==> src/rtl/instr_fetch.sv <==
// Instruction fetch/sequencer: 16x8 program store, IDLE/FETCH/EXEC/HALT control,
// presents each datapath instruction to the decoder for EXEC_CYC cycles.
module instr_fetch #(
    parameter int unsigned EXEC_CYC = 2,
    parameter logic [7:0]  MEM_INIT = 8'h00
) (
    input  logic       clk,
    input  logic       rst,
    input  logic       prog_we,
    input  logic [3:0] prog_addr,
    input  logic [7:0] prog_data,
    input  logic       start,
    input  logic       zero_flag,
    output logic [7:0] instr,
    output logic       instr_valid,
    output logic [3:0] pc,
    output logic       busy,
    output logic       halted
);

    localparam int unsigned CW = 3;

    localparam logic [1:0] S_IDLE  = 2'd0;
    localparam logic [1:0] S_FETCH = 2'd1;
    localparam logic [1:0] S_EXEC  = 2'd2;
    localparam logic [1:0] S_HALT  = 2'd3;

    localparam logic [3:0] OP_JZ  = 4'hD;
    localparam logic [3:0] OP_JMP = 4'hE;
    localparam logic [3:0] OP_HLT = 4'hF;

    localparam logic [CW-1:0] LAST_CNT = CW'(EXEC_CYC - 1);

    // Power-up contents only; rst deliberately leaves the program intact.
    logic [7:0] mem [16] = '{default: MEM_INIT};

    logic [1:0]    state, state_nxt;
    logic [7:0]    ir, ir_nxt;
    logic [CW-1:0] cnt, cnt_nxt;
    logic [3:0]    pc_nxt;
    logic [7:0]    instr_nxt;
    logic          valid_nxt;
    logic [7:0]    fetch_word;
    logic          fetch_dp;

    always_comb begin
        fetch_word = mem[pc];
        fetch_dp   = !(fetch_word[7:4] inside {OP_JZ, OP_JMP, OP_HLT});
    end

    // Program writes are only accepted while the sequencer is parked.
    always_ff @(posedge clk) begin
        if (prog_we && (state == S_IDLE || state == S_HALT)) begin
            mem[prog_addr] <= prog_data;
        end
    end

    always_comb begin
        state_nxt = state;
        pc_nxt    = pc;
        ir_nxt    = ir;
        cnt_nxt   = cnt;
        instr_nxt = instr;
        valid_nxt = instr_valid;
        case (state)
            S_IDLE, S_HALT: begin
                if (start) begin
                    pc_nxt    = 4'd0;
                    state_nxt = S_FETCH;
                end
            end
            S_FETCH: begin
                ir_nxt    = fetch_word;
                cnt_nxt   = '0;
                valid_nxt = fetch_dp;
                instr_nxt = fetch_dp ? fetch_word : 8'h00;
                state_nxt = S_EXEC;
            end
            S_EXEC: begin
                cnt_nxt = cnt + 1'b1;
                if (cnt == LAST_CNT) begin
                    instr_nxt = 8'h00;
                    valid_nxt = 1'b0;
                    state_nxt = S_FETCH;
                    // Branch resolution uses zero_flag as seen on the final EXEC cycle.
                    case (ir[7:4])
                        OP_JMP:  pc_nxt = ir[3:0];
                        OP_JZ:   pc_nxt = zero_flag ? ir[3:0] : pc + 4'd1;
                        OP_HLT:  state_nxt = S_HALT;
                        default: pc_nxt = pc + 4'd1;
                    endcase
                end
            end
            default: state_nxt = S_IDLE;
        endcase
    end

    always_ff @(posedge clk or posedge rst) begin
        if (rst) begin
            state       <= S_IDLE;
            pc          <= 4'd0;
            ir          <= 8'h00;
            cnt         <= '0;
            instr       <= 8'h00;
            instr_valid <= 1'b0;
            busy        <= 1'b0;
            halted      <= 1'b0;
        end else begin
            state       <= state_nxt;
            pc          <= pc_nxt;
            ir          <= ir_nxt;
            cnt         <= cnt_nxt;
            instr       <= instr_nxt;
            instr_valid <= valid_nxt;
            busy        <= (state_nxt == S_FETCH) || (state_nxt == S_EXEC);
            halted      <= (state_nxt == S_HALT);
        end
    end

endmodule
==> config.mk <==
export PLATFORM = sky130hd
export DESIGN_NAME = instr_fetch
export DESIGN_NICKNAME = d
export VERILOG_FILES = /design/src/rtl/instr_fetch.sv
export SDC_FILE = /design/constraint.sdc
export NUM_CORES = 1
export LEC_CHECK = 0
export BUFFER_PORTS_ARGS = -buffer_cell sky130_fd_sc_hd__buf_2
export CAP_MARGIN = 20
export CORE_MARGIN = 2
export CORE_UTILIZATION = 24
export CTS_CLUSTER_DIAMETER = 150
export DETAILED_ROUTE_END_ITERATION = 6
export PLACE_DENSITY = 0.49
export SLEW_MARGIN = 20
export SYNTH_ARGS = -nofsm -noshare
export SYNTH_HDL_FRONTEND = slang
export SYNTH_SLANG_ARGS = --single-unit
export TNS_END_PERCENT = 20
==> constraint.sdc <==
create_clock -name clk -period 2.9 [get_ports clk]
set_clock_uncertainty 0.15 [all_clocks]
set_input_delay 0.58 -clock clk [delete_from_list [all_inputs] [get_ports clk]]
set_output_delay 0.58 -clock clk [all_outputs]
set_load 0.05 [all_outputs]
==> key figures, run 1 <==
Place
  • Gp weighted congestion: 0.7159
  • Place WS: 0.4134 ns
  • Port buffer count: 31
  • DP HPWL: 9.327 mm

Floorplanning
  • Chip Height: 165.9 um
  • Core Region: 25910 um^2
  • DIE WIDTH: 165.9 um
  • Row Count: 59
  • Initial Util: 0.2427
  • Die ar.: 27520 um^2
  • # IOs: 32

Worst setup path
  • Critical Path, Cell by Cell: buf_4 > mux4_1 > mux2i_1 > mux2i_1 > a41oi_4 > a22o_1
  • Worst setup path startpoint: pc[1]
  • Critical Path AT: 2.68 ns
  • Crit end category: register
  • Required time of the worst setup path: 3.07 ns
  • FF-to-FF setup slack: 0.39 ns
  • Worst Setup Start Kind: register
  • Critical R2R Launch: pc[1]
  • Critical Path Most Common Cell: mux2i_1
  • Crit path max-delay cell type: dfrtp_1
  • Largest stage delay on the critical path: 0.56 ns
  • Maximum fanout along the worst path: 12
  • Worst Setup Path Type: register to register

Route
  • Drt total wl: 13.97 mm
  • Met3 wire length: 884 um
  • DRC viols: 0
  • Top layer in use: met5
  • Drt pass-1 iters: 4
  • Metal-1 WL: 6.131 mm
  • Iter 0 DRT Violations: 234
  • Routed length per instance: 18.48 um
  • Via count: 3307
  • Met2 wire len: 6.603 mm
  • Antenna Nets Post-Route: 0
  • Via/cell ratio: 4.374

STA
  • Slew at the pin closest to its max-slew limit: 0.6692 ns
  • Slew Limit Fails: 0
  • Hold Vio Cnt, Final: 0
  • Relative max-transition margin: 0.5411
  • Max Clk Rate: 398.8 MHz
  • RSZ-0062 raised after global routing: false
  • Period utilisation layout: 0.8646
  • Final setup fails: 0
  • Tmin final: 2.507 ns
  • Final worst slack: 0.3927 ns
  • Setup TNS: 0 ns

CTS
  • CTS Hold Bufs: 0
  • Root buffer cell: clkbuf_16
  • Max H-tree Level: 4
  • Clk buf depth: 2
  • Cts bufs inserted: 17
  • CTS Sinks: 156
  • Post-cts sizing count: 0
  • CTS tree: yes
  • Clk slew on worst S/H paths: 0.07 ns
  • Setup repair bufs after CTS: 0
  • Clk_lat worst skew: 0.43 ns

Pwr
  • P per Cell Area: 879.3 nW/um^2
  • Gate power share: 0.264
  • Sequential power share: 0.410
  • Leakage power: 2.626 nW
  • Net Sw Frac: 0.3011
  • Final total power: 6.732 mW
  • Clock Power Share: 0.326
  • Net switching power: 2.027 mW
  • Internal power: 4.705 mW
  • Max IR drop VDD: 0.5718 mV

Yosys
  • Cell area after synthesis: 6290 um^2
  • Synth area leaders: edfxtp_1 61%, dfrtp_1 11%, mux4_2 9.7%
  • Post-synth top area share: 0.6111
  • Syn Area/Cell: 18.66 um^2
  • Cells after Synth: 337
  • Ys flop type: edfxtp_1
  • Post-synth top cells: 128 x edfxtp_1, 28 x dfrtp_1, 27 x mux4_2
  • Post-Synthesis Net Count: 360
  • Synth Register Bits: 156
  • Most frequent cell after synthesis: edfxtp_1
  • Cell accounting for the most synthesized area: edfxtp_1
  • Post-synth EDFFs: 128
  • Post-synthesis sequential area ratio: 0.7225
  • Ys async rst share: 0.1795
  • Yosys cell types: 37
  • Syn. warnings: 0

Cells and area
  • Fillers: 2539
  • Multi-input logic area: 1652 um^2
  • Proportion of layout cells with a drive suffix above 1: 0.3183
  • Seq. cell area: 4544 um^2
  • Area growth from synthesis to layout: 21.72%
  • Ant. Diodes: 0
  • Nets: 431

Job
  • Max cap viols: 0

Global route
  • GRT Overall Usage: 0.1047
  • Largest net degree at the start of global routing: 30
  • First-pass GRT wire length: 21.09 mm
  • Grt total ovfl: 0
  • Vias in the first global route: 3386
  • Initial antenna violation count: 2

Outcome
  • Status: finished, final reports clean

Min path
  • Hold Path Class: primary input to async pin
cells in the final DEF, fill, tap and decap left out, types with 2 or more instances in the layout:
master	netlist	routed
a21o_1	2	2
clkbuf_4	0	2
mux4_1	5	5
o21ai_0	13	13
nand2b_1	4	4
nand3_1	4	4
nand2_1	10	10
mux2_2	10	10
mux4_2	27	27
a32o_1	2	2
a21oi_1	12	12
clkbuf_16	0	19
inv_6	0	3
a22o_1	6	6
nand4_1	2	2
buf_2	6	31
buf_4	2	34
clkbuf_1	3	3
mux2i_1	14	14
nor2_1	16	16
edfxtp_1	128	128
nor3b_1	2	2
a211oi_1	4	4
nor2b_1	7	7
dfrtp_1	28	28
nor3_1	6	6
inv_1	5	5
ha_1	6	6
area by class of cell:
type / instances / share of cell area
sequential: 156 / 0.5936
multi-input combinational: 162 / 0.2157
clock buffer: 25 / 0.06733
tap: 335 / 0.05475
timing repair buffer: 66 / 0.05622
inverter: 5 / 0.002451
clock inverter: 7 / 0.009969
power groups by stage:
stage          clock network (mW)  logic [mW]  registers [mW]
6_report                     2.20        1.77            2.76
5_1_grt                      2.33        1.93            2.79
4_1_cts                      2.24        1.82            2.76
3_5_place_dp                    0        1.81            2.81
3_3_place_gp                    0        1.79            2.79
2_1_floorplan                   0        1.08            3.04
per-layer routing:
metal | vias to the layer above | GRT usage
li1 | 1499 | -
met1 | 1681 | 0.1342
met2 | 95 | 0.1642
met3 | 28 | 0.03241
met4 | 4 | 0.04499
met5 | - | 0
final timing paths:
check | cells past startpoint | to
worst max register to register | 6 | instr[3]
worst min register to register | 1 | instr_valid
min in group clk | 1 | instr_valid
max in group asynchronous | 3 | instr[4]
worst max-delay path | 6 | instr[3]
worst min-delay path | 3 | busy
critical path: cells and delay by family (launching register included):
kind,cells,cell delay (ns)
buf+inv,1,0.31
compound gates,2,0.50
mux,3,0.88
flops,1,0.56
stage by stage:
stage / utilization / hold WS, ns / std cells / cell area [um^2]
floorplan: - / 0.3282 / 337 / 6290
global placement: 0.2726 / 0.3200 / 724 / 7064
detailed placement: 0.2726 / 0.3296 / 724 / 7064
CTS: 0.2955 / 0.07221 / 756 / 7656
global route: 0.2955 / 0.1079 / 756 / 7656
finish: 0.2955 / 0.07295 / 756 / 7656
logic make-up after synthesis:
| logic type | synth area share |
|---|---|
| flip-flops | 0.7225 |
| AND/OR/NAND/NOR | 0.04615 |
| AO/OA/AOI/OAI | 0.04675 |
| adder cells (fa/ha/maj) | 0.01194 |
| multiplexers | 0.1577 |
| buffers and inverters | 0.01492 |
state kept, by name (all words and copies together) (netlist names):
register,cells
mem,128
instr,8
ir,8
pc,4
cnt,3
state,2
busy,1
halted,1
instr_valid,1
No activity file was read; power rests on OpenSTA's default activity.
==> run 2: changes to the inputs <==
--- a/config.mk
+++ b/config.mk
@@ -5,13 +5,14 @@
 export SDC_FILE = /design/constraint.sdc
 export NUM_CORES = 1
 export LEC_CHECK = 0
+export ABC_AREA = 1
 export BUFFER_PORTS_ARGS = -buffer_cell sky130_fd_sc_hd__buf_2
 export CAP_MARGIN = 20
 export CORE_MARGIN = 2
-export CORE_UTILIZATION = 24
+export CORE_UTILIZATION = 61
 export CTS_CLUSTER_DIAMETER = 150
 export DETAILED_ROUTE_END_ITERATION = 6
-export PLACE_DENSITY = 0.49
+export PLACE_DENSITY = 0.9
 export SLEW_MARGIN = 20
 export SYNTH_ARGS = -nofsm -noshare
 export SYNTH_HDL_FRONTEND = slang
==> key figures, run 2 <==
CTS
  • Clk buf depth: 2 (unchanged)
  • Clk slew on worst S/H paths: 0.06 ns (about the same)
  • Clk_lat worst skew: 0.54 ns (+0.11 ns)
  • Post-cts sizing count: 0 (unchanged)
  • Cts bufs inserted: 17 (unchanged)
  • Root buffer cell: clkbuf_8
  • CTS Sinks: 156 (unchanged)
  • Max H-tree Level: 4 (unchanged)
  • CTS tree: yes

Worst setup path
  • Largest stage delay on the critical path: 0.66 ns (+0.10 ns)
  • Maximum fanout along the worst path: 13 (+1)
  • Worst Setup Start Kind: register
  • Crit path max-delay cell type: dfrtp_1
  • Worst Setup Path Type: register to register
  • Required time of the worst setup path: 3.17 ns (+0.10 ns)
  • Critical Path, Cell by Cell: inv_2 > nor2_1 > nand2_1 > nand2_1 > inv_1 > nand2_1 > nand2_1 > clkinv_1 > nand2_2 > nand3_1 > nand2_1
  • Critical Path Most Common Cell: nand2_1
  • Crit end category: register
  • Critical Path AT: 2.70 ns (+0.02 ns)

STA
  • Hold Vio Cnt, Final: 0 (unchanged)
  • Final setup fails: 0 (unchanged)
  • Setup TNS: 0 ns (unchanged)
  • RSZ-0062 raised after global routing: false
  • Tmin final: 2.428 ns (-0.07970 ns)
  • Max Clk Rate: 411.9 MHz (+3.3%)
  • Period utilisation layout: 0.8371 (-0.02748)
  • Slew at the pin closest to its max-slew limit: 0.7233 ns (+0.05414 ns)
  • Relative max-transition margin: 0.5160 (-0.02512)
  • Slew Limit Fails: 0 (unchanged)

Yosys
  • Post-Synthesis Net Count: 647 (+80%)
  • Cell area after synthesis: 6626 um^2 (+5.4%)
  • Cells after Synth: 624 (+85%)
  • Ys flop type: edfxtp_1
  • Post-synthesis adder-cell area fraction: 0.01133 (-0.0006062)
  • Syn. warnings: 0 (unchanged)
  • Post-synth top cells: 175 x nand2_1, 128 x edfxtp_1, 61 x inv_1
  • Synth Register Bits: 156 (unchanged)
  • Post-Synth XOR/XNOR Area: 0.002644 (+0.002644)
  • Yosys cell types: 26 (-30%)
  • Post-Synth Simple-Gate Area: 0.1762 (+0.1300)
  • Post-synth EDFFs: 128 (unchanged)
  • Most frequent cell after synthesis: nand2_1
  • Synth area leaders: edfxtp_1 58%, dfrtp_1 11%, nand2_1 9.9%
  • Synth Area in Compound Gates: 0.06514 (+0.01840)
  • Syn Area/Cell: 10.62 um^2 (-43%)
  • Mux contribution to synthesized area: 0 (-0.1577)
  • Largest family of logic cells by synthesized area: simple AND/OR/NAND/NOR gates
  • Post-synth top area share: 0.5801 (-0.03104)
  • Cell accounting for the most synthesized area: edfxtp_1
  • Ys async rst share: 0.1795 (unchanged)
  • Post-synthesis sequential area ratio: 0.6858 (-0.03670)

Floorplanning
  • Row Count: 38 (-36%)
  • Chip Height: 108.2 um (-35%)
  • Die ar.: 11710 um^2 (-57%)
  • Initial Util: 0.6194 (+0.3767)
  • Core Region: 10700 um^2 (-59%)
  • # IOs: 32 (unchanged)
  • DIE WIDTH: 108.2 um (-35%)

Outcome
  • Violated checks: DRC
  • Status: finished with violations

Global route
  • First-pass GRT wire length: 23.58 mm (+12%)
  • Vias in the first global route: 4634 (+37%)
  • Initial antenna violation count: 0 (-2)
  • Largest net degree at the start of global routing: 40 (+33%)
  • GRT Overall Usage: 0.2774 (+0.1727)
  • Grt total ovfl: 0 (unchanged)

Route
  • Drt pass-1 iters: 7 (+3)
  • Met3 wire length: 1.699 mm (+92%)
  • Via count: 4779 (+45%)
  • Drt total wl: 15.21 mm (+8.9%)
  • Antenna Nets Post-Route: 0 (unchanged)
  • Metal-1 WL: 5.668 mm (-7.6%)
  • Routed length per instance: 18.80 um (+1.7%)
  • Iter 0 DRT Violations: 742 (+220%)
  • Top layer in use: met4
  • Via/cell ratio: 5.907 (+35%)
  • DRC viols: 1 (+1)
  • Met2 wire len: 7.189 mm (+8.9%)

Place
  • Port buffer count: 31 (unchanged)
  • Gp weighted congestion: 0.9249 (+29%)
  • Placed Cells: 776 (+7.2%)
  • Placed cell area: 6873 um^2 (-2.7%)
  • DP HPWL: 9.333 mm (about the same)

Cells and area
  • Area growth from synthesis to layout: 12.31%
  • Proportion of layout cells with a drive suffix above 1: 0.1106 (-0.2077)
  • Seq. cell area: 4546 um^2 (about the same)
  • Regs by FF count: mem x128, instr x8, ir x8
  • Final Instance Area: 7442 um^2 (-2.8%)
  • Fillers: 706 (-72%)
  • Final std cells w/o fill: 809 (+7.0%)
  • Commonest non-fill, non-tap cell in the layout: nand2_1
  • Most frequent cells in the layout: 175 x nand2_1, 128 x edfxtp_1, 61 x inv_1
  • Top reg by flops: mem
  • Post-layout util: 0.6957 (+0.4002)
  • Ant. Diodes: 0 (unchanged)
  • Nets: 679 (+58%)
  • Largest register FFs: 128 (unchanged)
  • Multi-input logic area: 1692 um^2 (+2.4%)

Pwr
  • Leakage power: 3.134 nW (+19%)
  • Final total power: 6.426 mW (-4.5%)
  • P per Cell Area: 863.4 nW/um^2 (-1.8%)
  • Max IR drop VDD: 0.5541 mV (-3.1%)

Job
  • Max cap viols: 0 (unchanged)

Min path
  • Hold Path Class: primary input to register
[run 2: changes by cell type in the layout (fill, tap and decap cells not counted), moves of 5 or more]
| cell | before | now |
|---|---|---|
| nand3_1 | 4 | 53 |
| inv_1 | 5 | 61 |
| mux2_2 | 10 | 0 |
| nor2b_1 | 7 | 0 |
| nor2_1 | 16 | 60 |
| mux4_2 | 27 | 0 |
| o21ai_1 | 0 | 14 |
| a21oi_1 | 12 | 30 |
| mux4_1 | 5 | 0 |
| nor3_1 | 6 | 0 |
| o22ai_1 | 0 | 6 |
| nand2_1 | 10 | 175 |
| mux2i_1 | 14 | 0 |
| buf_4 | 34 | 5 |
[run 2: worst max-delay path: cells and delay by family, from the launching register on]
| family | cells | cell delay (ns) |
|---|---|---|
| buf+inv | 3 | 0.33 |
| flops | 1 | 0.66 |
| simple gates | 8 | 1.17 |
[run 2: cell families after synthesis]
kind of cell | Yosys count
xor+xnor | 2
flops | 156
simple gates | 291
fa+ha+maj | 6
buf+inv | 91
compound gates | 78
[run 2: metal layers]
metal / up-vias / track usage
li1: 2147 / -
met1: 2210 / 0.3663
met2: 356 / 0.4407
met3: 66 / 0.07354
met4: 0 / 0.1154
met5: - / 0
[run 2: power by group]
| group | internal, mW | total, mW | switching (mW) |
|---|---|---|---|
| registers | 2.63 | 2.73 | 0.0989 |
| clock network | 1.15 | 2.07 | 0.923 |
| logic | 0.433 | 1.62 | 1.19 |
| total | 4.22 | 6.43 | 2.21 |
[run 2: what timing repair did]
item                                   CTS  global route
endpoints found under the hold margin   28             0
setup buffers                            0             0
hold buffers                             1             0
[run 2: worst paths after layout]
kind	slack, ns	endpoint	cells after the start	start
min in group asynchronous	0.49	ir[6]	4	rst
max in group asynchronous	1.83	pc[0]	4	rst
worst min-delay path	0.24	state[1]	3	start
worst max-delay path	0.47	instr[6]	11	pc[2]
worst min register to register	0.34	instr[4]	2	instr[4]
worst max register to register	0.47	instr[6]	11	pc[2]
[run 2: final cells by class]
type / count / area share
clock inverter: 12 / 0.01379
inverter: 66 / 0.03329
tap: 140 / 0.02354
timing repair buffer: 38 / 0.02993
clock buffer: 20 / 0.06137
sequential: 156 / 0.6108
multi-input combinational: 377 / 0.2273
[run 2: through the flow]
step | hold slack, ns | setup WS (ns)
floorplan | 0.3216 | 0.8784
global placement | 0.3098 | 0.6702
detailed placement | 0.3179 | 0.6140
CTS | 0.2209 | 0.5307
global route | 0.2530 | 0.3193
finish | 0.2351 | 0.4724
